## src/rtl/clockworks_ctrl.sv

```systemverilog
// clockworks_ctrl: core clock-enable generator and staged reset sequencer.
//
// After RESET is released (through a 2-flop synchroniser), the block holds
// every reset domain for POR_CYCLES cycles. It then releases the domains in
// index order, STAGE_GAP cycles apart. Once every domain is out of reset,
// it produces a core clock-enable in one of these modes: full speed,
// divide-by-(D+1), single-step from a button, or hold.
//
// Ports:
//   CLK        board clock
//   RESET      asynchronous, active-low board reset
//   mode       00 run, 01 divided, 10 single-step, 11 hold
//   div_load   one-cycle strobe, loads div_value into the divide register
//   div_value  divide value D, clk_en period is D+1 cycles
//   step       asynchronous step button (level)
//   clk_en     registered core clock enable
//   resetn     per-domain active-low resets, bit 0 released first
//   por_done   high once all domains are released
//
// state   | meaning
// --------+-------------------------------------------------
// S_POR   | power-on hold-off, all domains in reset
// S_STAGE | releasing domains one by one, STAGE_GAP apart
// S_RUN   | all domains released, clk_en follows mode
module clockworks_ctrl #(
  parameter int NUM_RST    = 2,
  parameter int POR_CYCLES = 4096,
  parameter int STAGE_GAP  = 16,
  parameter int DIV_W      = 16
) (
  input  logic               CLK,
  input  logic               RESET,
  input  logic [1:0]         mode,
  input  logic               div_load,
  input  logic [DIV_W-1:0]   div_value,
  input  logic               step,
  output logic               clk_en,
  output logic [NUM_RST-1:0] resetn,
  output logic               por_done
);

  localparam int POR_W = (POR_CYCLES > 1) ? $clog2(POR_CYCLES) : 1;
  localparam int GAP_W = (STAGE_GAP > 1) ? $clog2(STAGE_GAP) : 1;
  localparam logic [POR_W-1:0] POR_LAST = POR_W'(POR_CYCLES - 1);
  localparam logic [GAP_W-1:0] GAP_LAST = GAP_W'(STAGE_GAP - 1);

  localparam logic [1:0] MODE_RUN  = 2'b00;
  localparam logic [1:0] MODE_DIV  = 2'b01;
  localparam logic [1:0] MODE_STEP = 2'b10;

  typedef enum logic [1:0] {S_POR, S_STAGE, S_RUN} state_t;

  // Async assert, sync release. rst_n is a flop output, so it is a clean
  // reset for the rest of the block.
  logic [1:0] rst_sync_q;
  logic       rst_n;

  always_ff @(posedge CLK or negedge RESET) begin
    if (!RESET) rst_sync_q <= 2'b00;
    else        rst_sync_q <= {rst_sync_q[0], 1'b1};
  end

  assign rst_n = rst_sync_q[1];

  state_t             state_q, state_d;
  logic [POR_W-1:0]   por_cnt_q, por_cnt_d;
  logic [GAP_W-1:0]   gap_cnt_q, gap_cnt_d;
  logic [NUM_RST-1:0] resetn_q, resetn_d;
  logic               por_done_q, por_done_d;
  logic               clk_en_q, clk_en_d;
  logic [DIV_W-1:0]   div_q, div_d;
  logic [DIV_W-1:0]   div_cnt_q, div_cnt_d;
  logic [1:0]         mode_q;
  logic [1:0]         step_sync_q;
  logic               step_prev_q;
  logic               pend_q, pend_d;
  logic               mode_chg;
  logic               step_rise;

  always_ff @(posedge CLK or negedge rst_n) begin
    if (!rst_n) begin
      state_q     <= S_POR;
      por_cnt_q   <= '0;
      gap_cnt_q   <= '0;
      resetn_q    <= '0;
      por_done_q  <= 1'b0;
      clk_en_q    <= 1'b0;
      div_q       <= '0;
      div_cnt_q   <= '0;
      mode_q      <= 2'b00;
      step_sync_q <= 2'b00;
      step_prev_q <= 1'b0;
      pend_q      <= 1'b0;
    end else begin
      state_q     <= state_d;
      por_cnt_q   <= por_cnt_d;
      gap_cnt_q   <= gap_cnt_d;
      resetn_q    <= resetn_d;
      por_done_q  <= por_done_d;
      clk_en_q    <= clk_en_d;
      div_q       <= div_d;
      div_cnt_q   <= div_cnt_d;
      mode_q      <= mode;
      step_sync_q <= {step_sync_q[0], step};
      step_prev_q <= step_sync_q[1];
      pend_q      <= pend_d;
    end
  end

  always_comb begin
    state_d    = state_q;
    por_cnt_d  = por_cnt_q;
    gap_cnt_d  = gap_cnt_q;
    resetn_d   = resetn_q;
    por_done_d = por_done_q;
    clk_en_d   = 1'b0;
    div_d      = div_q;
    div_cnt_d  = '0;
    pend_d     = 1'b0;
    mode_chg   = (mode != mode_q);
    step_rise  = step_sync_q[1] & ~step_prev_q;

    if (div_load) div_d = div_value;

    case (state_q)
      S_POR: begin
        if (por_cnt_q == POR_LAST) begin
          resetn_d = NUM_RST'(1);
          if (NUM_RST == 1) begin
            state_d    = S_RUN;
            por_done_d = 1'b1;
          end else begin
            state_d   = S_STAGE;
            gap_cnt_d = GAP_LAST;
          end
        end else begin
          por_cnt_d = por_cnt_q + 1'b1;
        end
      end
      S_STAGE: begin
        if (&resetn_q) begin
          state_d    = S_RUN;
          por_done_d = 1'b1;
        end else if (gap_cnt_q == '0) begin
          // Domains release in index order, so resetn is a thermometer code.
          resetn_d  = (resetn_q << 1) | NUM_RST'(1);
          gap_cnt_d = GAP_LAST;
        end else begin
          gap_cnt_d = gap_cnt_q - 1'b1;
        end
      end
      S_RUN: begin
        // A mode change leaves the divide counter and the pending step at
        // their cleared defaults. Only run mode enables on that edge.
        if (mode_chg) begin
          clk_en_d = (mode == MODE_RUN);
        end else begin
          case (mode)
            MODE_RUN: clk_en_d = 1'b1;
            MODE_DIV: begin
              // A load restarts the period and drops any pulse due now.
              if (!div_load) begin
                if (div_cnt_q == div_q) clk_en_d = 1'b1;
                else                    div_cnt_d = div_cnt_q + 1'b1;
              end
            end
            MODE_STEP: begin
              clk_en_d = pend_q;
              pend_d   = step_rise;
            end
            default: clk_en_d = 1'b0;
          endcase
        end
      end
      default: state_d = S_POR;
    endcase
  end

  assign clk_en   = clk_en_q;
  assign resetn   = resetn_q;
  assign por_done = por_done_q;

endmodule

```

## config.mk

```make
export PLATFORM = sky130hd
export DESIGN_NAME = clockworks_ctrl
export DESIGN_NICKNAME = d
export VERILOG_FILES = /design/src/rtl/clockworks_ctrl.sv
export SDC_FILE = /design/constraint.sdc
export NUM_CORES = 1
export LEC_CHECK = 0
export BUFFER_PORTS_ARGS = -buffer_cell sky130_fd_sc_hd__buf_2
export CORE_MARGIN = 5
export CORE_UTILIZATION = 25
export CTS_CLUSTER_SIZE = 12
export DETAILED_ROUTE_END_ITERATION = 7
export GPL_TIMING_DRIVEN = 0
export PLACE_DENSITY = 0.48
export SLEW_MARGIN = 30
export SYNTH_ARGS = -nofsm -noshare
export SYNTH_HDL_FRONTEND = slang
export SYNTH_SLANG_ARGS = --single-unit
```

## constraint.sdc

```tcl
create_clock -name CLK -period 2.2 [get_ports CLK]
set_input_delay 0.33 -clock CLK [delete_from_list [all_inputs] [get_ports CLK]]
set_output_delay 0.33 -clock CLK [all_outputs]
set_load 0.05 [all_outputs]
```

==> results of run 1 <==
==> Yosys cell counts (2+ instances only) <==
master     n
xnor2_1   32
nand4_1   12
nor4_1     3
nand3_1    7
nor3b_1    3
ha_1       4
o21bai_1   2
inv_1     10
nand4b_1   2
mux2_2    18
dfrtp_1   62
a21oi_1    5
o31ai_1    3
nor2b_1    2
clkbuf_1   4
and3_1     2
nand2b_1   3
nand2_1    7
nor3_1    20
nor2_1     8
xor2_1     5
a211oi_1   4
==> state kept, by name, indices dropped and copies added (netlist names) <==
signal and count:
clk_en 1, div_cnt_q 16, div_q 16, gap_cnt_q 4, mode_q 2, pend_q 1
por_cnt_q 12, por_done 1, resetn 2, rst_sync_q 2, state_q 2, step_prev_q 1
step_sync_q 2
==> timing repair <==
item	CTS	global route
hold buffers	1	0
buffers inserted	0	3
resized for setup	0	1
endpoints found under the hold margin	2	0
endpoints found under the setup margin	0	10
==> stage by stage <==
stage | area, um^2 | hold slack, ns
6_report | 3550 | 0.111
5_1_grt | 3550 | 0.0945
4_1_cts | 3520 | 0.103
3_5_place_dp | 3160 | 0.118
3_3_place_gp | 3130 | 0.116
2_1_floorplan | 2830 | 0.0344
==> worst register-to-register path: cells and delay by family (launching register included) <==
kind,cells,cell delay [ns]
buffers and inverters,1,0.34
AND/OR/NAND/NOR,3,0.81
flip-flops,1,0.44
XOR/XNOR,1,0.22
==> power breakdown <==
part / switching, mW / internal (mW) / total (mW)
clock network: 0.501 / 1.14 / 1.64
registers: 0.0300 / 1.18 / 1.21
logic: 0.0499 / 0.0673 / 0.117
==> cell families (layout without fill, tap and decap cells) <==
kind of cell	count (synthesis)	in the layout	synth area share, %
AND/OR/NAND/NOR	78	78	16.2
buffers and inverters	16	61	2.16
XOR/XNOR	37	37	11.4
flip-flops	62	62	54.8
AO/OA/AOI/OAI	24	24	6.01
adder cells (fa/ha/maj)	4	4	1.77
multiplexers	19	19	7.51
other	1	1	0.132
==> final timing paths <==
check                           slack [ns]             end  cells past startpoint
max in group asynchronous             1.51   div_cnt_q[12]                      1
min in group asynchronous             0.18          clk_en                      0
worst max-delay path                  0.25   div_cnt_q[10]                      5
worst min register to register        0.18          clk_en                      0
worst max register to register        0.25   div_cnt_q[10]                      5
worst min-delay path                  0.11  step_sync_q[0]                      1
==> layout make-up <==
class	instances	area, um^2	share of cell area [%]
Sequential cell	62	1560	43.8
Clock inverter	5	106	3.00
Multi-Input combinational cell	163	1230	34.6
Inverter	11	41.3	1.16
Timing Repair Buffer	29	180	5.08
Buffer	5	20.0	0.564
Tap cell	140	175	4.94
Clock buffer	11	243	6.84
==> per-layer routing <==
metal,routed length [um],up-vias
met5,0,-
li1,-,943
met1,2590,943
met4,71,0
met2,2750,23
met3,172,9
==> impl_metrics.csv, run 1 <==
group,metric,value,unit
timing,fin_crit_sh,88.8,%
finish,final_cell_mix,"61 x dfrtp_1, 32 x xnor2_1, 25 x buf_2, 20 x nor3_1, 18 x mux2_2",
clock_tree,cts_max_level,3,
global_route,grt_pass1_wl,9970,um
clock_tree,cts_root_buf,"clkbuf_16",
finish,n_fill_cell,1087,
worst_hold_path,worstHoldStart,"step",
floorplan,ioPinCount,26,
clock_tree,clk_latency,0.32,ns
power,total_power,2.97,mW
critical_path,arrival,2.13,ns
yosys,syn_avg_cell_area,11.7,um^2
power,power_density,836,nW/um^2
yosys,synth_cells,241,
placement,place_inst,406,
timing,fmax,0.512,GHz
placement,dpl.hpwl,3950,um
clock_tree,cts_tree,"done",
yosys,synth-main-ff-cell,"dfrtp_1",
timing,setup_tns,0,ns
finish,fin_cells,426,
floorplan,die-area,13600,um^2
global_route,use_met3,2.69,%
yosys,syn_nets,267,
critical_path,cpPeakStageDelay,0.55,ns
global_route,busiest_layer,"met2",
power,p_leak,1.42,nW
timing,setup_viol,0,
critical_path,r2r-start,"div_cnt_q[10]",
timing,rsz0062_at_grt,"false",
clock_tree,cts_buffers,9,
route,viasPerCell,4.50,
critical_path,required,2.38,ns
global_route,grt.met2_usage,15.3,%
finish,area_growth,25.3,%
floorplan,row_count,38,
critical_path,critical_path.startpoint_type,"flop",
route,vias,1918,
global_route,grt_max_degree,48,
global_route,antenna_found_initial,0,
run,drv_cap,0,
floorplan,core,11000,um^2
timing,tightest_slew,0.592,ns
finish,n_antenna_cell,0,
finish,layout_commonest_cell,"dfrtp_1",
route,drt_iter0_markers,45,
critical_path,path_max_fanout,10,
yosys,synth_cell_types,45,
timing,hold_viol,0,
route,first_pass_iters,4,
route,drc,0,
clock_tree,clockBufferDepth,2,
timing,layout_setup_ws,0.246,ns
yosys,yosysSeqAreaShare,54.8,%
floorplan,initial_core_util,25.8,%
global_route,grt_pass1_vias,2056,
finish,nNetsFinal,307,
critical_path,worstSetupEndpointType,"flop",
critical_path,worst_path_max_delay_cell,"nor4_4",
floorplan,die_y,116,um
yosys,synth_edf_count,0,
worst_hold_path,hp-class,"in2reg",
route,drt-total-wl,5580,um
power,irDropWorstVdd,0.000343,V
yosys,yosys.area.top_type,"dfrtp_1",
yosys,yosysWarnings,0,
timing,slew_violations,0,
yosys,synth_area,2830,um^2
timing,skew,0.00773,ns
placement,place.gp.congestion,0.759,
critical_path,critPathLaunch,"div_cnt_q[10]",
floorplan,die_width,116,um
placement,preCtsSetupSlack,0.0422,ns
run_status,status,"finished clean",
clock_tree,cts.clk_slew.worst_paths,0.05,ns
finish,drive_gt1_share,24.5,%
yosys,ys_async_sr_fraction,100,%
critical_path,crit_chain,"xnor2_1, nand4_1, nor4_4, buf_2, nor3_1",
global_route,grt-ovfl-total,0,
critical_path,worst-path-buf-inv,1,
clock_tree,clock-sinks,62,
global_route,grt_usage,9.40,%
route,avgRoutedWirePerCell,13.1,um
placement,place.port_buffers,24,
timing,finalCriticalPeriod,1.95,ns
yosys,ys_ff_latch,62,
timing,slew_headroom,60.5,%
finish,finalCoreUtilization,32.3,%
yosys,yosysTopAreaCellShare,54.8,%
global_route,use_met1,11.9,%
route,ant_nets,0,
yosys,netlist_top_cells_area,"dfrtp_1 55%, xnor2_1 9.9%, mux2_2 7.2%",
critical_path,crit_type,"reg2reg",
critical_path,cp_top_family,"simple AND/OR/NAND/NOR gates",
Note: power is estimated with default switching activity, not from simulation.
==> inputs of run 2 (changes only) <==
BUFFER_PORTS_ARGS = unset   (was -buffer_cell sky130_fd_sc_hd__buf_2)
CORE_ASPECT_RATIO = 0.8   (was unset)
DONT_BUFFER_PORTS = 1   (was unset)
PLACE_DENSITY = 0.46   (was 0.48)
==> run 2 against run 1 <==
Compared with the run above:
- via count shrank 3.0%
- final area shrank 4.2%
- non-clock buffer count decreased by 24
- wire length increased by 7.2%
- combinational power down 15%
- total power decreased by 5.0%
- die area about the same
- clock power fell by 9%
- critical path depth stayed put
- maximum frequency shrank 3.6%
==> impl_metrics.csv, run 2 (synthesis gave the netlist of run 1 again) <==
group,metric,value,unit
clock_tree,cts.clk_slew.worst_paths,0.05,ns
floorplan,die_y,105,um
finish,final_cell_mix,"61 x dfrtp_1, 32 x xnor2_1, 20 x nor3_1, 18 x mux2_2, 12 x nand4_1",
critical_path,crit_type,"reg2reg",
finish,finalCoreUtilization,31.0,%
floorplan,ioPinCount,26,
placement,placed_cell_area,3040,um^2
placement,place_inst,386,
floorplan,die-area,13600,um^2
timing,fmax,0.493,GHz
clock_tree,clockBufferDepth,2,
power,irDropWorstVdd,0.000329,V
finish,nNetsFinal,283,
power,p_leak,1.31,nW
finish,final_cell_area,3400,um^2
critical_path,worstSetupEndpointType,"flop",
power,total_power,2.82,mW
worst_hold_path,worstHoldStart,"mode[1]",
timing,slew_headroom,59.5,%
floorplan,core,11000,um^2
power,power_density,828,nW/um^2
placement,place.port_buffers,0,
route,drt_iter0_markers,122,
placement,place.gp.congestion,0.776,
timing,tightest_slew,0.608,ns
finish,n_fill_cell,1111,
finish,area_growth,20.1,%
global_route,grt-ovfl-total,0,
worst_hold_path,min_to,"mode_q[1]",
timing,slew_violations,0,
finish,n_antenna_cell,0,
timing,rsz0062_at_grt,"false",
floorplan,row_count,34,
timing,finalCriticalPeriod,2.03,ns
clock_tree,cts_tree,"done",
clock_tree,clock-sinks,62,
global_route,grt_usage,9.79,%
finish,largestRegisters,"div_cnt_q: 16 flops, div_q: 16 flops, por_cnt_q: 12 flops",
global_route,antenna_found_initial,0,
critical_path,critical_path.startpoint_type,"flop",
critical_path,r2r-end,"div_cnt_q[13]",
global_route,grt_pass1_vias,1878,
run_status,status,"finished clean",
critical_path,r2r-start,"div_cnt_q[10]",
route,vias,1860,
clock_tree,cts_max_level,3,
critical_path,rrSetupSlack,0.17,ns
critical_path,ff2ff_path_depth,5,
floorplan,initial_core_util,25.8,%
finish,regArea,1560,um^2
finish,drive_gt1_share,17.2,%
route,viasPerCell,4.58,
placement,dpl.hpwl,4210,um
timing,fin_crit_sh,92.2,%
timing,setup_viol,0,
timing,skew,0.00739,ns
worst_hold_path,hold_depth,0,
route,first_pass_iters,4,
critical_path,arrival,2.21,ns
timing,hold_viol,0,
floorplan,die_width,129,um
global_route,grt_max_degree,44,
timing,hold_slack,0.0303,ns
route,avgRoutedWirePerCell,14.7,um
finish,layout_commonest_cell,"dfrtp_1",
finish,multi_input_area,1230,um^2
clock_tree,clk_latency,0.33,ns
route,drt-total-wl,5980,um
global_route,grt_pass1_wl,10100,um
route,drc,0,
route,ant_nets,0,
worst_hold_path,hp-class,"in2reg",
clock_tree,cts_buffers,9,
critical_path,path_max_fanout,10,
clock_tree,cts_root_buf,"clkbuf_16",
critical_path,required,2.39,ns
run,drv_cap,0,
finish,fin_cells,406,
==> run 2: cell count changes in the layout (fill, tap and decap cells not counted), sizes merged <==
cell,previous run,this run
clkbuf,15,16
bufinv,3,2
buf,29,5
clkinvlp,1,0
clkinv,1,2
==> run 2: worst max path at each step <==
stage | slack [ns] | start | to
global route | 0.01 | state_q[0] | div_cnt_q[5]
global placement | -0.54 | rst_sync_q[1] | div_q[11]
finish | 0.17 | div_cnt_q[10] | div_cnt_q[13]
CTS | 0.07 | state_q[0] | div_cnt_q[13]
detailed placement | -0.02 | div_cnt_q[10] | div_cnt_q[13]
floorplan | 0.35 | rst_sync_q[1] | clk_en
==> run 2: worst max-delay path, stage by stage (launching register included) <==
cell	delay (ns)
dfrtp_1	0.44
xnor2_1	0.27
nand4_1	0.22
nor4_4	0.52
buf_2	0.33
nor3_1	0.10
==> run 2: final cells by class <==
cell class                      instances  area share [%]
Sequential cell                        62            45.7
Timing Repair Buffer                    5            1.77
Clock buffer                           12            7.25
Inverter                               11            1.21
Buffer                                  5           0.589
Tap cell                              144            5.30
Multi-Input combinational cell        163            36.1
Clock inverter                          4            2.06
==> run 2: what timing repair did <==
action,4_1_cts,5_1_grt
setup endpoints to repair,9,10
resized for setup,1,0
pin swaps,0,2
hold buffers,1,0
hold endpoints to repair,2,0
buffers inserted,0,3
==> run 2: report_power, final <==
part	total [mW]	switching (mW)	leakage, nW	internal [mW]
Combinational	0.100	0.0452	0.345	0.0552
Clock	1.50	0.486	0.157	1.02
Sequential	1.21	0.0324	0.803	1.18
==> run 2: layer usage <==
metal / vias up / wire length (um) / track usage [%] / part of all wire, %
met5: - / 0 / 0 / 0
met1: 914 / 3230 / 14.6 / 54
met3: 8 / 352 / 4.49 / 5.9
li1: 898 / - / - / -
met2: 40 / 2290 / 11.7 / 38
met4: 0 / 109 / 4.27 / 1.8
==> run 2: stage by stage <==
stage	setup WS [ns]	TNS, ns
2_1_floorplan	0.346	0
3_3_place_gp	-0.536	-31.98
3_5_place_dp	-0.0222	-0.0272
4_1_cts	0.0710	0
5_1_grt	0.0118	0
6_report	0.172	0
